<file path="src/rtl/bitos_data_mem_pkg.sv">
// Shared constants for the bitos_data_mem data-side memory stage:
// I/O window addresses, TIMER_CTRL bit layout and timer reset values.
package bitos_data_mem_pkg;

    localparam logic [7:0] ADDR_GPIO_OUT   = 8'hF0;
    localparam logic [7:0] ADDR_GPIO_IN    = 8'hF1;
    localparam logic [7:0] ADDR_TIMER_CNT  = 8'hF2;
    localparam logic [7:0] ADDR_TIMER_CMP  = 8'hF3;
    localparam logic [7:0] ADDR_TIMER_CTRL = 8'hF4;

    localparam int CTRL_EN   = 0;
    localparam int CTRL_FLAG = 1;

    localparam logic [7:0] CMP_RST = 8'hFF;

    // Bit layout of TIMER_CTRL as seen on the read bus.
    typedef struct packed {
        logic [5:0] rsvd;
        logic       flag;
        logic       en;
    } ctrl_t;

endpackage

</file>
<file path="src/rtl/bitos_data_mem_if.sv">
// Core-to-data-memory bus: address, write strobe, write data and combinational read data.
interface bitos_data_mem_if;
    logic       i_W_R;
    logic [7:0] i_Address_Data_Bus;
    logic [7:0] i_Wr_Data;
    logic [7:0] o_Rd_Data;

    modport master (output i_W_R, output i_Address_Data_Bus, output i_Wr_Data, input o_Rd_Data);
    modport slave  (input i_W_R, input i_Address_Data_Bus, input i_Wr_Data, output o_Rd_Data);
endinterface

</file>
<file path="src/rtl/bitos_data_mem_timer.sv">
// bitos_timer: prescaled 8-bit compare timer with sticky, write-1-clear FLAG.
// Only instantiated when BITOS_TIMER_EN is defined.
module bitos_timer
    import bitos_data_mem_pkg::*;
#(
    parameter int PRESCALE = 4
) (
    input  logic       clk,
    input  logic       rst,
    input  logic       wr_i,
    input  logic       sel_cmp_i,
    input  logic       sel_ctrl_i,
    input  logic [7:0] wdata_i,
    output logic [7:0] cnt_o,
    output logic [7:0] cmp_o,
    output logic [7:0] ctrl_o,
    output logic       flag_o
);
    localparam int            PW       = (PRESCALE > 1) ? $clog2(PRESCALE) : 1;
    localparam logic [PW-1:0] PSC_LAST = PW'(PRESCALE - 1);

    logic [PW-1:0] psc_q, psc_d;
    logic [7:0]    cnt_q, cnt_d;
    logic [7:0]    cmp_q, cmp_d;
    logic          en_q, en_d;
    logic          flag_q, flag_d;
    logic          tick;
    ctrl_t         ctrl;

    always_comb begin
        psc_d  = psc_q;
        cnt_d  = cnt_q;
        cmp_d  = cmp_q;
        en_d   = en_q;
        flag_d = flag_q;
        tick   = 1'b0;
        if (en_q) begin
            if (psc_q == PSC_LAST) begin
                psc_d = '0;
                tick  = 1'b1;
            end else begin
                psc_d = psc_q + 1'b1;
            end
        end
        if (wr_i && sel_cmp_i) cmp_d = wdata_i;
        if (wr_i && sel_ctrl_i) begin
            en_d = wdata_i[CTRL_EN];
            if (wdata_i[CTRL_FLAG]) flag_d = 1'b0;
        end
        // Tick compares against the CMP already in place, and its FLAG set overrides a clear.
        if (tick) begin
            if (cnt_q == cmp_q) begin
                cnt_d  = 8'h00;
                flag_d = 1'b1;
            end else begin
                cnt_d = cnt_q + 8'h01;
            end
        end
    end

    always_ff @(posedge clk or posedge rst) begin
        if (rst) begin
            psc_q  <= '0;
            cnt_q  <= 8'h00;
            cmp_q  <= CMP_RST;
            en_q   <= 1'b0;
            flag_q <= 1'b0;
        end else begin
            psc_q  <= psc_d;
            cnt_q  <= cnt_d;
            cmp_q  <= cmp_d;
            en_q   <= en_d;
            flag_q <= flag_d;
        end
    end

    assign ctrl   = '{rsvd: 6'd0, flag: flag_q, en: en_q};
    assign cnt_o  = cnt_q;
    assign cmp_o  = cmp_q;
    assign ctrl_o = ctrl;
    assign flag_o = flag_q;

endmodule

</file>
<file path="src/rtl/bitos_data_mem.sv">
// Zero-wait-state data memory for MicroBitos: byte RAM, GPIO and an optional compare
// timer (present only when macro BITOS_TIMER_EN is defined; otherwise o_irq is 0).
module bitos_data_mem
    import bitos_data_mem_pkg::*;
#(
    parameter int DEPTH       = 224,
    parameter int PRESCALE    = 4,
    parameter int SYNC_STAGES = 2
) (
    input  logic              clk,
    input  logic              reset,
    bitos_data_mem_if.slave   bus,
    input  logic [7:0]        i_gpio,
    output logic [7:0]        o_gpio,
    output logic              o_irq
);
    localparam int AW = (DEPTH > 1) ? $clog2(DEPTH) : 1;

    if (DEPTH < 1 || DEPTH > 240 || PRESCALE < 1 || SYNC_STAGES < 1) begin : g_cfg_check
        $error("bitos_data_mem: illegal parameter set");
    end

    logic [7:0] addr;
    logic [7:0] wdata;
    logic       wr;
    logic       ram_hit;
    logic [7:0] rd_data;

    assign addr    = bus.i_Address_Data_Bus;
    assign wdata   = bus.i_Wr_Data;
    assign wr      = bus.i_W_R;
    assign ram_hit = int'(addr) < DEPTH;

    // RAM has no reset; the write is gated so a write coinciding with reset is dropped.
    logic [7:0] mem [DEPTH];
    always_ff @(posedge clk) begin
        if (wr && ram_hit && !reset) mem[addr[AW-1:0]] <= wdata;
    end

    logic [7:0] gpio_q;
    logic [7:0] gpio_d;
    assign gpio_d = (wr && addr == ADDR_GPIO_OUT) ? wdata : gpio_q;

    logic [7:0] sync_q [SYNC_STAGES];

    always_ff @(posedge clk or posedge reset) begin
        if (reset) begin
            gpio_q <= 8'h00;
            for (int i = 0; i < SYNC_STAGES; i++) sync_q[i] <= 8'h00;
        end else begin
            gpio_q    <= gpio_d;
            sync_q[0] <= i_gpio;
            for (int i = 1; i < SYNC_STAGES; i++) sync_q[i] <= sync_q[i-1];
        end
    end

    assign o_gpio = gpio_q;

`ifdef BITOS_TIMER_EN
    logic [7:0] tmr_cnt;
    logic [7:0] tmr_cmp;
    logic [7:0] tmr_ctrl;
    logic       tmr_flag;

    bitos_timer #(.PRESCALE(PRESCALE)) u_timer (
        .clk        (clk),
        .rst        (reset),
        .wr_i       (wr),
        .sel_cmp_i  (addr == ADDR_TIMER_CMP),
        .sel_ctrl_i (addr == ADDR_TIMER_CTRL),
        .wdata_i    (wdata),
        .cnt_o      (tmr_cnt),
        .cmp_o      (tmr_cmp),
        .ctrl_o     (tmr_ctrl),
        .flag_o     (tmr_flag)
    );

    assign o_irq = tmr_flag;
`else
    assign o_irq = 1'b0;
`endif

    // Read path is purely combinational so the core never stalls.
    always_comb begin
        rd_data = 8'h00;
        if (ram_hit) begin
            rd_data = mem[addr[AW-1:0]];
        end else begin
            case (addr)
                ADDR_GPIO_OUT:   rd_data = gpio_q;
                ADDR_GPIO_IN:    rd_data = sync_q[SYNC_STAGES-1];
`ifdef BITOS_TIMER_EN
                ADDR_TIMER_CNT:  rd_data = tmr_cnt;
                ADDR_TIMER_CMP:  rd_data = tmr_cmp;
                ADDR_TIMER_CTRL: rd_data = tmr_ctrl;
`endif
                default:         rd_data = 8'h00;
            endcase
        end
    end

    assign bus.o_Rd_Data = rd_data;

endmodule

</file>
<file path="src/flat_wrapper.sv">
// flat-port wrapper written by rule: the top's interface ports become plain ports
module bitos_data_mem_flat import bitos_data_mem_pkg::*;
#(
    parameter int DEPTH       = 224,
    parameter int PRESCALE    = 4,
    parameter int SYNC_STAGES = 2
)
  (clk, reset, i_gpio, o_gpio, o_irq, bus_i_W_R, bus_i_Address_Data_Bus, bus_i_Wr_Data, bus_o_Rd_Data);
  bitos_data_mem_if bus_i ();
  input  logic clk;
  input  logic reset;
  input  logic [7:0] i_gpio;
  output logic [7:0] o_gpio;
  output logic o_irq;
  input wire logic [$bits(bus_i.i_W_R)-1:0] bus_i_W_R;
  input wire logic [$bits(bus_i.i_Address_Data_Bus)-1:0] bus_i_Address_Data_Bus;
  input wire logic [$bits(bus_i.i_Wr_Data)-1:0] bus_i_Wr_Data;
  output wire logic [$bits(bus_i.o_Rd_Data)-1:0] bus_o_Rd_Data;
  assign bus_i.i_W_R = bus_i_W_R;
  assign bus_i.i_Address_Data_Bus = bus_i_Address_Data_Bus;
  assign bus_i.i_Wr_Data = bus_i_Wr_Data;
  assign bus_o_Rd_Data = bus_i.o_Rd_Data;
  bitos_data_mem #(.DEPTH(DEPTH), .PRESCALE(PRESCALE), .SYNC_STAGES(SYNC_STAGES)) u_core (.clk(clk), .reset(reset), .bus(bus_i), .i_gpio(i_gpio), .o_gpio(o_gpio), .o_irq(o_irq));
endmodule
</file>
<file path="config.mk">
export PLATFORM = sky130hd
export DESIGN_NAME = bitos_data_mem_flat
export DESIGN_NICKNAME = d
export VERILOG_FILES = /design/src/rtl/bitos_data_mem_pkg.sv /design/src/rtl/bitos_data_mem_if.sv /design/src/rtl/bitos_data_mem_timer.sv /design/src/rtl/bitos_data_mem.sv /design/src/flat_wrapper.sv
export SDC_FILE = /design/constraint.sdc
export NUM_CORES = 2
export LEC_CHECK = 0
export BUFFER_PORTS_ARGS = -buffer_cell sky130_fd_sc_hd__clkbuf_2
export CORE_MARGIN = 5
export CORE_UTILIZATION = 25
export DETAILED_ROUTE_END_ITERATION = 7
export HOLD_SLACK_MARGIN = 0.05
export PLACE_DENSITY = 0.35
export SLEW_MARGIN = 20
export SYNTH_ARGS = -nofsm -noshare
export SYNTH_HDL_FRONTEND = slang
export SYNTH_SLANG_ARGS = --single-unit
</file>
<file path="constraint.sdc">
create_clock -name clk -period 4.2 [get_ports clk]
set_input_delay 0 -clock clk [delete_from_list [all_inputs] [get_ports clk]]
set_output_delay 0 -clock clk [all_outputs]
set_load 0.02 [all_outputs]
</file>
======== After elaboration in Yosys (flattened, before gate mapping) ========
Memories as Yosys holds them, arrays and structs flattened.
Index checks and enable logic that the tools add are counted.
storage, ports and cells
  input bits .............................. 27
  bits in registers ....................... 24
  output and inout bits ................... 17
  memories kept ........................... 1
  RAM bits ................................ 1792
  logic and storage cells ................. 15
memories
  memory      depth  width  rd ports  clocked after memory_dff  wr ports  RTL line              RTL
  u_core.mem  224    8      1         0                         1         bitos_data_mem.sv:35  logic [7:0] mem [DEPTH];
cells by class
  reductions and logical operators ........ 4
  order comparisons ....................... 1
  eq/ne operators ......................... 2
  multiplexer cells ....................... 4
operator list
  kind                                               count
  8-bit equality test, second input constant         2
  8-bit case mux with 2 select lines                 1
  8-bit less-than comparator, second input constant  1
  8-bit two-way mux                                  1
  1-bit logical AND                                  3
  1-bit two-way mux                                  2
  1-bit logical NOT                                  1

======== Longest topological paths before layout ========
  depth in word-level cells ............... 5
  mapped depth ............................ 12
  depth with buffers taken out ............ 6

======== Least setup slack after synthesis ========
Ideal clock, no wire load.
  path type ............................... input port to flip-flop
  start ................................... in bus_i_Address_Data_Bus[3]
  end ..................................... mem u_core.mem[111][0] (enable)
  stages on the path ...................... 9
  arrival time ............................ 1.955 ns
  library setup time ...................... 0.370 ns
  path slack .............................. 1.874 ns
  data required time ...................... 3.830 ns
  buffers on the path ..................... 6
  cell sequence ........................... buf_2 -> buf_2 -> and2_1 -> clkbuf_1 -> clkbuf_1 -> buf_2 -> nand3_1 -> clkbuf_1 -> nor2_1
on the way
  cells in the longest elaborated chain, start to end .. 5
RTL lines
  what                                     RTL line              RTL
  start: declaration                       flat_wrapper.sv:16    input wire logic [$bits(bus_i.i_Address_Data_Bus)-1:0] bus_i_Address_Data_Bus;
  8-bit less-than comparator               bitos_data_mem.sv:32  assign ram_hit = int'(addr) < DEPTH;
  1-bit logical AND (2 in a row)           bitos_data_mem.sv:37  if (wr && ram_hit && !reset) mem[addr[AW-1:0]] <= wdata;
  1-bit two-way mux                        bitos_data_mem.sv:37
  1-bit two-way mux (not written as such)  bitos_data_mem.sv:37
  end: declaration                         bitos_data_mem.sv:35
Several ways; a longest one is shown, not always the timed one.

======== Worst setup path after layout ========
  start ................................... in bus_i_Address_Data_Bus[2]
  end ..................................... out bus_o_Rd_Data[1]
on the way
  cells in the longest elaborated chain, start to end .. 3
RTL lines
  what                                                                        RTL line              RTL
  parallel branches: the longest is 2 deep, another holds memory 224 x 8 bit  --
  8-bit two-way mux (*)                                                       bitos_data_mem.sv:86  if (ram_hit) begin
  end: declaration                                                            flat_wrapper.sv:18    output wire logic [$bits(bus_i.o_Rd_Data)-1:0] bus_o_Rd_Data;
Mark *: on every way between the ends.

==> run summary <==
Along the worst path, the maximum fanout reaches 29. The class of the worst hold path is in -> reg. Setup violation total in the final timing report: 0. VDD sags by at most 436 µV. The run gives 7871 as the number of non-filler instances in the completed layout. Leakage dissipation: 27.2 nW.

STA classifies the critical path endpoint as an output port. The worst stage delay on the critical path was 0.69 ns. The worst setup path is launched from an input pin. The post-synthesis net count was 3475. The time the final worst path needs with I/O delays and setup was 3.98 ns.

Walking the worst path, the cells encountered are buf_4 > buf_4 > and2_2 > buf_4 > a22o_1 > o21ai_0 > a21oi_1 > nor3_2 > a31oi_1 > buf_4 > clkbuf_2. After detailed placement, the design holds a cell count of 7463. The run gives 1816 as the clock sink count.

The residual overflow from global routing is 0, and the number of global-route vias before repair is 37000. The number of placed I/O pins was 44; the multiplexer fraction of the synthesized cell area was 0.150. The count of final hold-check violations is 0, and the first-pass detailed-route iteration total is 8. The tools report the cell area after synthesis as 70600 µm². The run finished with clean final reports. No sink is reached through more buffers than the 3 on the longest clock path. The fmax was 0.251 GHz; the total die area was 293000 µm².

In the routed design, unresolved DRC markers number 0. The first global-routing pass estimated 311 mm of wire. The count of buffering cells on the critical path with inverters included came out at 5. For the final-layout fill cell count, the log shows 27500.

The area share of the largest cell type after synthesis was 0.763. In this run the mean area of a mapped cell was 20.5 µm². Dominant cell type by count on the critical path: sky130_fd_sc_hd__buf_4. The vias after detailed routing is 35700. From synthesis to final layout, the design area changed by 20.3%. The number of design-rule violations left by the first detailed-router iteration is 3158, and the number of instances in the synthesized netlist is 3448. Core box area: 282000 µm².

The most common cell after layout, fill and taps aside is sky130_fd_sc_hd__edfxtp_1. The fraction of met2 tracks used by global routing came out at 0.238. For the starting density of the core, the log shows 0.251. Buffers placed on the I/O ports in this run total 42.

The share of synthesized cell area in full adder, half adder and majority cells works out to 0. The fraction of met3 tracks used by global routing is 0.0272. Dividing total power by cell area gives a power density of 463 nW/µm². Largest family of logic cells by synthesized area: multiplexers. The tools report the maximum number of pins on one net before global-route repair as 177.

Proportion of layout cells with a drive suffix above 1: 0.283. The aggregate global-route resource usage was 0.152; the remaining number of nets flagged by the antenna check after routing was 0. For the initial antenna violation count, the log shows 15. Clock-pin slew on the worst setup and hold paths: 0.06 ns. The tools report the number of levels in the clock H-tree as 4.

On the final layout, the worst clock skew is 0.00448 ns. The post-detailed-routing wire length was 226 mm. Final estimated routing congestion in global placement: 0.764.

The cell family contributing the most delay on the critical path is buffers and inverters. The detailed placer's ending HPWL is 143 mm, and the clock latency reported for the late side of the worst-skew pair is 0.85 ns. The xor and xnor fraction of the mapped netlist area was 0.

The slowest stage of the critical path belongs to the cell sky130_fd_sc_hd__a31oi_1. In the final routed layout, each cell accounts on average for 28.7 µm. The synthesized netlist contains 62 unique library cells. The sequential share of the synthesized area is 0.771, and the number of max-slew violations in the final report is 0.

The top cell type by total area after synthesis is sky130_fd_sc_hd__edfxtp_1. The share of async-settable or async-resettable flops after synthesis is 0.0132. TritonCTS built the clock tree.

The compound-cell area share of the yosys netlist came out at 0.0347. Start-to-end type of the worst setup path: in -> out. For the utilization after layout, the log shows 0.301. The cell sitting at the root of the clock tree is a sky130_fd_sc_hd__clkbuf_16. The run gives 0 as the Yosys warning count.

The tightest hold path in the finished design has a slack of 0.129 ns. The width of the chip is 541 µm. Max-cap violations in this run came to 0. Period utilization: 0.947.

met2 is the most crowded layer. After floorplanning, the core was divided into 195 placement rows. The synthesized design contains 1816 register bits. The routed via count divided by cell count was 4.53; the number of setup buffers added after CTS was 0. At the worst endpoint, the required time is 4.20 ns. The number of enable-type register cells in the synthesized netlist was 1792; the worst relative slew slack was 0.128. For this run, the leading register cell type out of synthesis is sky130_fd_sc_hd__edfxtp_1. The logs give 207 for the number of buffers created by CTS and 3982 for the final layout net count. In the layout the commonest cells are sky130_fd_sc_hd__edfxtp_1, sky130_fd_sc_hd__buf_4, sky130_fd_sc_hd__mux4_2. The global routing met1 resource utilization was 0.213; the transition time at the pin with the least slew margin was 1.31 ns. Setup repair after global routing left no endpoint under its margin. The post-synthesis simple-gate area fraction was 0.0277; the worst path arrival time was 3.98 ns.

By area the synthesized netlist is led by sky130_fd_sc_hd__edfxtp_1, sky130_fd_sc_hd__mux4_2, sky130_fd_sc_hd__mux2i_1. From bottom edge to top edge, the die measures 541 µm.
[layer usage]
layer,share of wire,vias to the layer above
li1,-,15400
met2,0.47,795
met4,0.031,2
met1,0.46,19200
met3,0.045,287
met5,0.000044,-
[stage by stage]
stage	instance area [µm²]	TNS, ns	total power (W)	setup WS, ns
2_1_floorplan	70600	0	0.0213	1.87
3_3_place_gp	78100	-0.128	0.0225	-0.128
3_5_place_dp	78100	-0.0996	0.0225	-0.0996
4_1_cts	84800	0	0.0400	0.00503
5_1_grt	84900	0	0.0408	0.0109
6_report	84900	0	0.0393	0.222
[where the power goes]
part           internal [W]  switching (W)  total, W
clock               0.00975        0.00747    0.0172
sequential           0.0199     0.00000979    0.0200
combinational      0.000692        0.00142   0.00211
total                0.0304        0.00890    0.0393
[cell type report]
cell class,instances,area [µm²],share of cell area
diodes,8,20.0,0.000236
clock buffers,264,5430,0.0639
clock inverters,110,1010,0.0119
inverters,6,23.8,0.000280
multi-input cells,1416,15100,0.178
flip-flops and latches,1816,54400,0.641
well taps,3743,4680,0.0552
repair buffers,508,4190,0.0493
[path summary, 6_finish.rpt]
kind | from | end | slack, ns | cells past startpoint
min in group asynchronous | reset | u_core.sync_q[14]$_DFF_PP0_ | 0.14 | 4
max in group asynchronous | reset | u_core.sync_q[0]$_DFF_PP0_ | 3.67 | 4
worst max-delay path | bus_i_Address_Data_Bus[2] | bus_o_Rd_Data[1] | 0.22 | 11
worst min register to register | u_core.sync_q[8]$_DFF_PP0_ | u_core.sync_q[0]$_DFF_PP0_ | 0.35 | 0
worst max register to register | u_core.o_gpio[1]$_DFFE_PP0P_ | u_core.o_gpio[1]$_DFFE_PP0P_ | 3.42 | 1
worst min-delay path | bus_i_Wr_Data[6] | u_core.mem[68][6]$_DFFE_PP_ | 0.13 | 2
[registers in the layout, indices dropped and copies added (netlist names)]
name,cells
u_core.sync_q,16
u_core.mem,1792
u_core.o_gpio,8
[cell usage after synthesis, drive strengths merged, types with 20 or more instances]
| cell type | number |
|---|---|
| a21oi | 54 |
| buf | 136 |
| mux2i | 254 |
| a221oi | 22 |
| mux4 | 347 |
| nand3 | 35 |
| a22oi | 90 |
| mux2 | 20 |
| edfxtp | 1792 |
| clkbuf | 74 |
| nand2 | 82 |
| nor2 | 247 |
| dfrtp | 24 |
| o22ai | 69 |
| o21ai | 27 |
[cells by family (layout without fill, tap and decap cells)]
group | Yosys count | in the layout
flops | 1816 | 1816
other cells | 1 | 9
compound gates | 355 | 355
buf+inv | 216 | 888
simple gates | 439 | 439
mux | 621 | 621
[what timing repair did]
action | in CTS | in global routing
hold buffers | 26 | 0
hold endpoints to repair | 1334 | 0
resized for setup | 5 | 1
endpoints found under the setup margin | 2 | 1
(Power assumes the default switching activity.)
